### src/rtl/cond_issue_ctrl.sv
// ---------------------------------------------------------------------------
// cond_issue_ctrl
//
// Issue-stage controller for conditional execution, sitting between decode
// (ID) and execute (EX). It owns the NZCV status register, evaluates each
// instruction's condition field against it, holds back conditional
// instructions while flag writers are still in flight, and sequences the
// IF/ID flush after a taken branch.
//
// Optional feature macro: FLAG_BYPASS_EN
//   When defined, an instruction waiting on the last in-flight flag writer
//   evaluates its condition against ex_flags in the cycle that writer
//   retires, saving one stall cycle (adds an ex_flags -> issue_exec path).
//
// Parameters:
//   PEND_W        width of the in-flight flag-writer counter
//   FLUSH_CYCLES  cycles flush is held after a taken branch (>= 1)
//
// Ports:
//   clk, rst      clock (rising edge), asynchronous active-high reset
//   id_valid      ID holds an instruction
//   id_ready      instruction accepted this cycle (combinational)
//   id_cond       4-bit condition field
//   id_s          instruction writes flags
//   id_branch     instruction is a branch
//   ex_flag_we    EX writes flags this cycle
//   ex_flags      new flags {N,Z,C,V}
//   issue_fire    id_valid & id_ready
//   issue_exec    issue_fire & condition passed (0 with fire = bubble)
//   flush         squash IF/ID
//   status_reg    registered {N,Z,C,V}
//   pending       in-flight flag-writer count
// ---------------------------------------------------------------------------
module cond_issue_ctrl #(
    parameter int PEND_W       = 2,
    parameter int FLUSH_CYCLES = 2
) (
    input  logic              clk,
    input  logic              rst,
    input  logic              id_valid,
    output logic              id_ready,
    input  logic [3:0]        id_cond,
    input  logic              id_s,
    input  logic              id_branch,
    input  logic              ex_flag_we,
    input  logic [3:0]        ex_flags,
    output logic              issue_fire,
    output logic              issue_exec,
    output logic              flush,
    output logic [3:0]        status_reg,
    output logic [PEND_W-1:0] pending
);

    localparam logic [PEND_W-1:0] PEND_MAX = '1;
    localparam logic [PEND_W-1:0] PEND_ONE = PEND_W'(1);
    localparam int                CNT_W    = (FLUSH_CYCLES > 1) ? $clog2(FLUSH_CYCLES) : 1;
    localparam logic [CNT_W-1:0]  CNT_INIT = CNT_W'(FLUSH_CYCLES - 1);
    localparam logic [3:0]        COND_AL  = 4'b1110;

    typedef enum logic {
        ST_RUN   = 1'b0,
        ST_FLUSH = 1'b1
    } state_t;

    state_t           state;
    logic [CNT_W-1:0] flush_cnt;

    logic [3:0] eval_flags;
    logic       bypass;
    logic       cond_ok;
    logic       stall;
    logic       inc_pend;
    logic       dec_pend;

    // Condition-code evaluation against {N,Z,C,V}.
    function automatic logic cond_pass(input logic [3:0] cond, input logic [3:0] f);
        logic n, z, c, v;
        n = f[3];
        z = f[2];
        c = f[1];
        v = f[0];
        case (cond)
            4'b0000: cond_pass = z;
            4'b0001: cond_pass = ~z;
            4'b0010: cond_pass = c;
            4'b0011: cond_pass = ~c;
            4'b0100: cond_pass = n;
            4'b0101: cond_pass = ~n;
            4'b0110: cond_pass = v;
            4'b0111: cond_pass = ~v;
            4'b1000: cond_pass = c & ~z;
            4'b1001: cond_pass = ~c | z;
            4'b1010: cond_pass = (n == v);
            4'b1011: cond_pass = (n != v);
            4'b1100: cond_pass = ~z & (n == v);
            4'b1101: cond_pass = z | (n != v);
            4'b1110: cond_pass = 1'b1;
            default: cond_pass = 1'b0;
        endcase
    endfunction

    // NOTE: every signal assigned in this block gets a default first, so no
    // path through it leaves a value held and no latch is inferred.
    always_comb begin
        eval_flags = status_reg;
        bypass     = 1'b0;
`ifdef FLAG_BYPASS_EN
        // The last outstanding writer is retiring now: its flags are final.
        if (ex_flag_we && (pending == PEND_ONE)) begin
            bypass     = 1'b1;
            eval_flags = ex_flags;
        end
`endif
        cond_ok = cond_pass(id_cond, eval_flags);

        // Conditional instructions wait for final flags; a new flag writer
        // waits while the counter is full unless a writer retires this cycle.
        stall = ((id_cond != COND_AL) && (pending != '0) && !bypass) ||
                (id_s && (pending == PEND_MAX) && !ex_flag_we);

        id_ready   = (state == ST_RUN) && !stall;
        issue_fire = id_valid && id_ready;
        issue_exec = issue_fire && cond_ok;

        inc_pend = issue_exec && id_s;
        dec_pend = ex_flag_we && (pending != '0);
    end

    // NOTE: state is updated with non-blocking assignments so every flop
    // samples pre-edge values regardless of statement order.
    always_ff @(posedge clk or posedge rst) begin
        if (rst) begin
            state      <= ST_RUN;
            flush_cnt  <= '0;
            flush      <= 1'b0;
            status_reg <= 4'b0000;
            pending    <= '0;
        end else begin
            if (ex_flag_we) begin
                status_reg <= ex_flags;
            end

            // Simultaneous increment and decrement cancel out.
            if (inc_pend && !dec_pend) begin
                pending <= pending + PEND_ONE;
            end else if (dec_pend && !inc_pend) begin
                pending <= pending - PEND_ONE;
            end

            case (state)
                ST_RUN: begin
                    if (issue_exec && id_branch) begin
                        state     <= ST_FLUSH;
                        flush_cnt <= CNT_INIT;
                        flush     <= 1'b1;
                    end
                end
                ST_FLUSH: begin
                    if (flush_cnt == '0) begin
                        state <= ST_RUN;
                        flush <= 1'b0;
                    end else begin
                        flush_cnt <= flush_cnt - 1'b1;
                    end
                end
                default: begin
                    state <= ST_RUN;
                    flush <= 1'b0;
                end
            endcase
        end
    end

endmodule

### config.mk
export PLATFORM = sky130hd
export DESIGN_NAME = cond_issue_ctrl
export DESIGN_NICKNAME = d
export VERILOG_FILES = /design/src/rtl/cond_issue_ctrl.sv
export SDC_FILE = /design/constraint.sdc
export NUM_CORES = 1
export LEC_CHECK = 0
export CAP_MARGIN = 20
export CORE_UTILIZATION = 47
export DETAILED_ROUTE_END_ITERATION = 12
export PLACE_DENSITY = 0.83
export SYNTH_ARGS = -nofsm -noshare
export SYNTH_HDL_FRONTEND = slang
export SYNTH_SLANG_ARGS = --single-unit
### constraint.sdc
create_clock -name clk -period 3.9 [get_ports clk]
set_clock_uncertainty 0.05 [all_clocks]
set_input_delay 0.78 -clock clk [delete_from_list [all_inputs] [get_ports clk]]
set_output_delay 0.78 -clock clk [all_outputs]
set_load 0.01 [all_outputs]
==> results of run 1 <==
## through the flow
| stage | cell area, um2 | std cells | hold slack [ps] | setup slack [ps] |
|---|---|---|---|---|
| after floorplan | 691 | 67 | 404 | 1310 |
| final | 928 | 105 | 440 | 274 |
| after detailed placement | 902 | 101 | 431 | 289 |
| after CTS | 928 | 105 | 440 | 269 |
| after global routing | 928 | 105 | 456 | 152 |
| after global placement | 902 | 101 | 422 | 283 |
## synth_stat cells
master,instances,share of area
a211oi_1,1,0.011
a211oi_2,1,0.018
a21o_1,2,0.022
a21oi_1,1,0.0072
a21oi_2,3,0.038
a22oi_2,1,0.018
a311o_1,1,0.014
a31oi_1,1,0.0091
and2_1,1,0.0091
and2_4,1,0.013
and2b_4,1,0.014
and3_1,1,0.0091
and3b_1,2,0.025
buf_6,3,0.049
clkbuf_1,1,0.0054
dfrtp_1,9,0.33
ha_1,1,0.018
inv_1,3,0.016
mux2_2,4,0.065
mux2i_1,2,0.029
nand2_1,3,0.016
nand2b_1,3,0.027
nand3_1,1,0.0072
nand4b_1,2,0.025
nor2_1,2,0.011
nor3b_1,1,0.011
nor4b_1,1,0.013
o21a_1,1,0.011
o21ai_0,2,0.014
o21ba_1,1,0.014
o22ai_1,1,0.0091
o31ai_1,1,0.011
o32ai_2,1,0.024
xnor2_1,5,0.063
xor2_1,2,0.025
## worst max-delay path, stage by stage
cell             delay (ps)
clkdlybuf4s50_1         620
xnor2_1                 180
o31ai_1                 280
a21oi_2                  70
and2_4                  180
a21oi_1                 140
clkdlybuf4s50_1         550
## layout by cell type, fill, tap and decap left out, types with 2 or more instances in the layout
master / count
nand2_1: 3
o21ai_0: 2
and3b_1: 2
dfrtp_1: 9
nand2b_1: 3
mux2_2: 4
clkdlybuf4s50_1: 23
clkbuf_4: 3
mux2i_1: 2
a21o_1: 2
xnor2_1: 5
nor2_1: 2
xor2_1: 2
inv_1: 3
a21oi_2: 3
nand4b_1: 2
## cell families (layout without fill, tap and decap cells)
kind of cell,count (synthesis),in the layout,synth area share
buffers and inverters,7,30,0.0706
and+or+nand+nor,19,19,0.181
adders and majority gates,1,1,0.0181
muxes,6,6,0.0942
xor gates and xnor gates,7,7,0.0888
AOI/OAI and AO/OA,18,18,0.221
DFF,9,9,0.326
## where the power goes
part | switching, mW | internal, mW
clock | 0.0306 | 0.0393
sequential | 0.0381 | 0.120
combinational | 0.0790 | 0.123
## worst max path at each step
stage	startpoint	endpoint	slack, ps	cells after the start
detailed placement	id_cond[0]	issue_exec	290	7
CTS	id_cond[3]	issue_exec	270	7
floorplan	id_cond[3]	issue_exec	1310	6
global placement	id_cond[3]	issue_exec	280	7
finish	id_cond[0]	issue_exec	270	7
global route	id_cond[0]	issue_exec	150	7
## per-layer routing
metal,GRT usage,vias to the layer above
li1,-,290
met3,0.0167,2
met5,0,-
met2,0.302,12
met4,0.150,0
met1,0.265,286
## final cells by class
cell class	instances	area (um2)	area share
repair buffers	23	230	0.248
flip-flops and latches	9	225	0.243
clock buffers	4	26.3	0.0283
multi-input cells	51	417	0.449
inverters	3	11.3	0.0121
well taps	15	18.8	0.0202
==> impl_metrics.json, run 1 <==
{
  "clk_pin_slew_ps": 60,
  "dr_wl_met2_um": 666,
  "hpwl_um": 1100,
  "maxSlewViolCount": 0,
  "rr_startpoint": "status_reg[3]$_DFFE_PP0P_",
  "largest_reg_flops": 4,
  "hold_end": "flush$_DFFE_PP0P_",
  "wl_met3_um": 45,
  "reg2reg_slack_ps": 1790,
  "wl_per_cell_um": 13.2,
  "cp.required_ps": 3070,
  "die_h_um": 40.3,
  "grt_start_max_net_pins": 11,
  "cellLeakagePower_nw": 0.391,
  "core_area_mm2": 0.00133,
  "vdd_drop_max_mv": 0.320,
  "hold_class": "reg2reg",
  "top_layer": "met4",
  "cts.path.max_buffers": 2,
  "m1WireLength_um": 656,
  "worstPathArrival_ps": 2800,
  "relSlewSlack": 0.772,
  "fin_crit_sh": 0.930,
  "grt_pass1_wl_um": 2080,
  "cts_resized": 0,
  "vias": 590,
  "root_buffer": "clkbuf_4",
  "insertion_delay_ps": 250,
  "synth.distinct_cells": 35,
  "status": "finished, final reports clean",
  "clock.fmax_ghz": 0.276,
  "fillers": 116,
  "io-pin-count": 24,
  "cts_tree": "built",
  "grt_pass1_vias": 479,
  "diodes": 0,
  "clkSinkCount": 9,
  "hold_viol": 0,
  "finalSetupTns_ps": 0,
  "placementRows": 13,
  "drtPass1Iterations": 2,
  "ant_nets": 0,
  "min_path_cells": 1,
  "area_growth_pct": 34.4,
  "detail_route.wirelength_um": 1390,
  "final_nets": 106,
  "place_congestion": 0.707,
  "synth_nets": 82,
  "synth_cells": 67,
  "hold_start": "flush$_DFFE_PP0P_",
  "worst_pin_slew_ps": 338,
  "grt_overflow_total": 0,
  "r2r-end": "pending[1]$_DFFE_PP0P_",
  "htreeDepth": 1,
  "cts_hold_buf": 0,
  "utilization": 0.696,
  "crit_fanout": 6,
  "viasPerCell": 5.62,
  "pwr_density_cell_mw_per_mm2": 464,
  "port_buffers": 23,
  "fp.dieW_um": 40.3,
  "start_util": 0.518,
  "startpoint_type": "input pin",
  "drive_gt1_frac": 0.167,
  "setup_viol": 0,
  "synth_warnings": 0,
  "fin_crit_ps": 3630,
  "netlist_area_um2": 691,
  "grtUsageTotal": 0.201,
  "endpoint_kind": "primary output",
  "critical_path_class": "in2out",
  "ys_seq_area_frac": 0.326,
  "ff2ff_path_depth": 8,
  "die_area_mm2": 0.00163,
  "drc": 0,
  "grt_setup_unrepaired": "false",
  "maxCapViolCount": 0,
  "cts_buffers": 3,
  "antenna_found_initial": 0,
  "drt_iter0_drc": 5,
  "ys_ff_latch": 9,
  "p_total_uw": 430,
  "synth_area_per_cell_um2": 10.3,
  "postCtsSetupBuffers": 0
}
Note: power is estimated with default switching activity, not from simulation.
==> inputs of run 2 (changes only) <==
--- a/config.mk
+++ b/config.mk
@@ -9,6 +9,7 @@
 export CORE_UTILIZATION = 47
 export DETAILED_ROUTE_END_ITERATION = 12
 export PLACE_DENSITY = 0.83
+export SETUP_SLACK_MARGIN = 0.5
 export SYNTH_ARGS = -nofsm -noshare
 export SYNTH_HDL_FRONTEND = slang
 export SYNTH_SLANG_ARGS = --single-unit
==> impl_metrics.json, run 2 (synthesis gave the netlist of run 1 again) <==
{
  "worst_pin_slew_ps": 388,
  "grt_setup_unrepaired": "false",
  "grtUsageTotal": 0.202,
  "cts_tree": "built",
  "grt_pass1_wl_um": 2100,
  "root_buffer": "clkbuf_4",
  "fin_crit_sh": 0.835,
  "hold_ws_ps": 457,
  "path_cells": "dlygate4sd2_1 > nand4b_1 > o21a_1 > a211oi_1 > clkdlybuf4s50_1",
  "clkSinkCount": 9,
  "drt_iter0_drc": 5,
  "drive_gt1_frac": 0.198,
  "cpPeakStageDelay_ps": 560,
  "pwr_density_cell_mw_per_mm2": 462,
  "placementRows": 13,
  "ant_nets": 0,
  "setup_viol": 0,
  "die_h_um": 40.3,
  "fin_cells": 106,
  "utilization": 0.700,
  "finalSetupTns_ps": 0,
  "hpwl_um": 1100,
  "detail_route.wirelength_um": 1460,
  "final_common_cell": "clkdlybuf4s50_1",
  "place_congestion": 0.707,
  "start_util": 0.518,
  "slowest_stage": "clkdlybuf4s50_1",
  "largest_reg_flops": 4,
  "drc": 0,
  "core_area_mm2": 0.00133,
  "area_growth_pct": 35.1,
  "drtPass1Iterations": 2,
  "endpoint_kind": "primary output",
  "clock.fmax_ghz": 0.307,
  "cts_buffers": 3,
  "preCtsSetupSlack_ps": 289,
  "fin_crit_ps": 3260,
  "final_cell_mix": "clkdlybuf4s50_1 (17), dfrtp_1 (9), xnor2_1 (5), mux2_2 (4), dlygate4sd2_1 (4)",
  "diodes": 0,
  "insertion_delay_ps": 260,
  "fp.dieW_um": 40.3,
  "cellLeakagePower_nw": 0.421,
  "final_nets": 107,
  "hold_class": "reg2reg",
  "crit_fanout": 6,
  "startpoint_type": "input pin",
  "die_area_mm2": 0.00163,
  "vdd_drop_max_mv": 0.307,
  "worstPathArrival_ps": 2430,
  "critical_path_class": "in2out",
  "hold_viol": 0,
  "cp.required_ps": 3070,
  "maxSlewViolCount": 0,
  "io-pin-count": 24,
  "relSlewSlack": 0.740,
  "grt_start_max_net_pins": 11,
  "antenna_found_initial": 0,
  "fin_ws_ps": 642,
  "viasPerCell": 5.54,
  "vias": 587,
  "placed_area_um2": 902,
  "p_total_uw": 432,
  "fin_area_um2": 933,
  "status": "finished, final reports clean",
  "dp_cells": 101,
  "clk_pin_slew_ps": 60,
  "maxCapViolCount": 0,
  "htreeDepth": 1,
  "grt_overflow_total": 0,
  "wl_per_cell_um": 13.8,
  "grt_pass1_vias": 485,
  "cts.path.max_buffers": 2,
  "port_buffers": 23
}
run 2: changes by cell type in the layout (fill, tap and decap cells not counted), sizes merged:
cell	delta
clkdlybuf4s50	-6
dlygate4sd2	+4
buf	+1
clkbuf	+1
dlymetal6s2s	+1
run 2: layout make-up:
cell class,count,area (um2)
timing repair buffer,24,230
sequential,9,225
inverter,3,11.3
fill,120,400
multi-input combinational,51,422
clock buffer,4,26.3
tap,15,18.8
run 2: metal layers:
layer  share of wire  global-route usage
met3           0.031              0.0167
met2            0.50               0.306
met5               0                   0
met4           0.014               0.150
met1            0.46               0.265
run 2: final timing paths:
kind                                      startpoint                   endpoint  slack (ps)  cells after the start
max                                       id_cond[0]                   id_ready         640                      5
min                            flush_cnt$_DFFE_PP0P_            state$_DFF_PP0_         460                      1
max reg2reg                status_reg[3]$_DFFE_PP0P_     pending[1]$_DFFE_PP0P_        1830                      8
min reg2reg                    flush_cnt$_DFFE_PP0P_            state$_DFF_PP0_         460                      1
max in group asynchronous                        rst  status_reg[2]$_DFFE_PP0P_        2820                      2
min in group asynchronous                        rst          flush$_DFFE_PP0P_         740                      2
run 2: critical path, delay by kind of cell:
family                 cells  cell delay (ps)
and+or+nand+nor            1              320
AOI/OAI and AO/OA          2              450
buffers and inverters      2              880
run 2: power by group:
| group | total [mW] | switching [mW] | internal, mW |
|---|---|---|---|
| combinational | 0.202 | 0.0805 | 0.122 |
| sequential | 0.160 | 0.0392 | 0.120 |
| clock | 0.0699 | 0.0306 | 0.0393 |
| total | 0.432 | 0.150 | 0.281 |
run 2: timing repair:
action	in CTS	in global routing
setup buffers	0	1
hold buffers	0	0
cloned	0	0
gates resized for setup	5	4
endpoints found under the setup margin	2	1
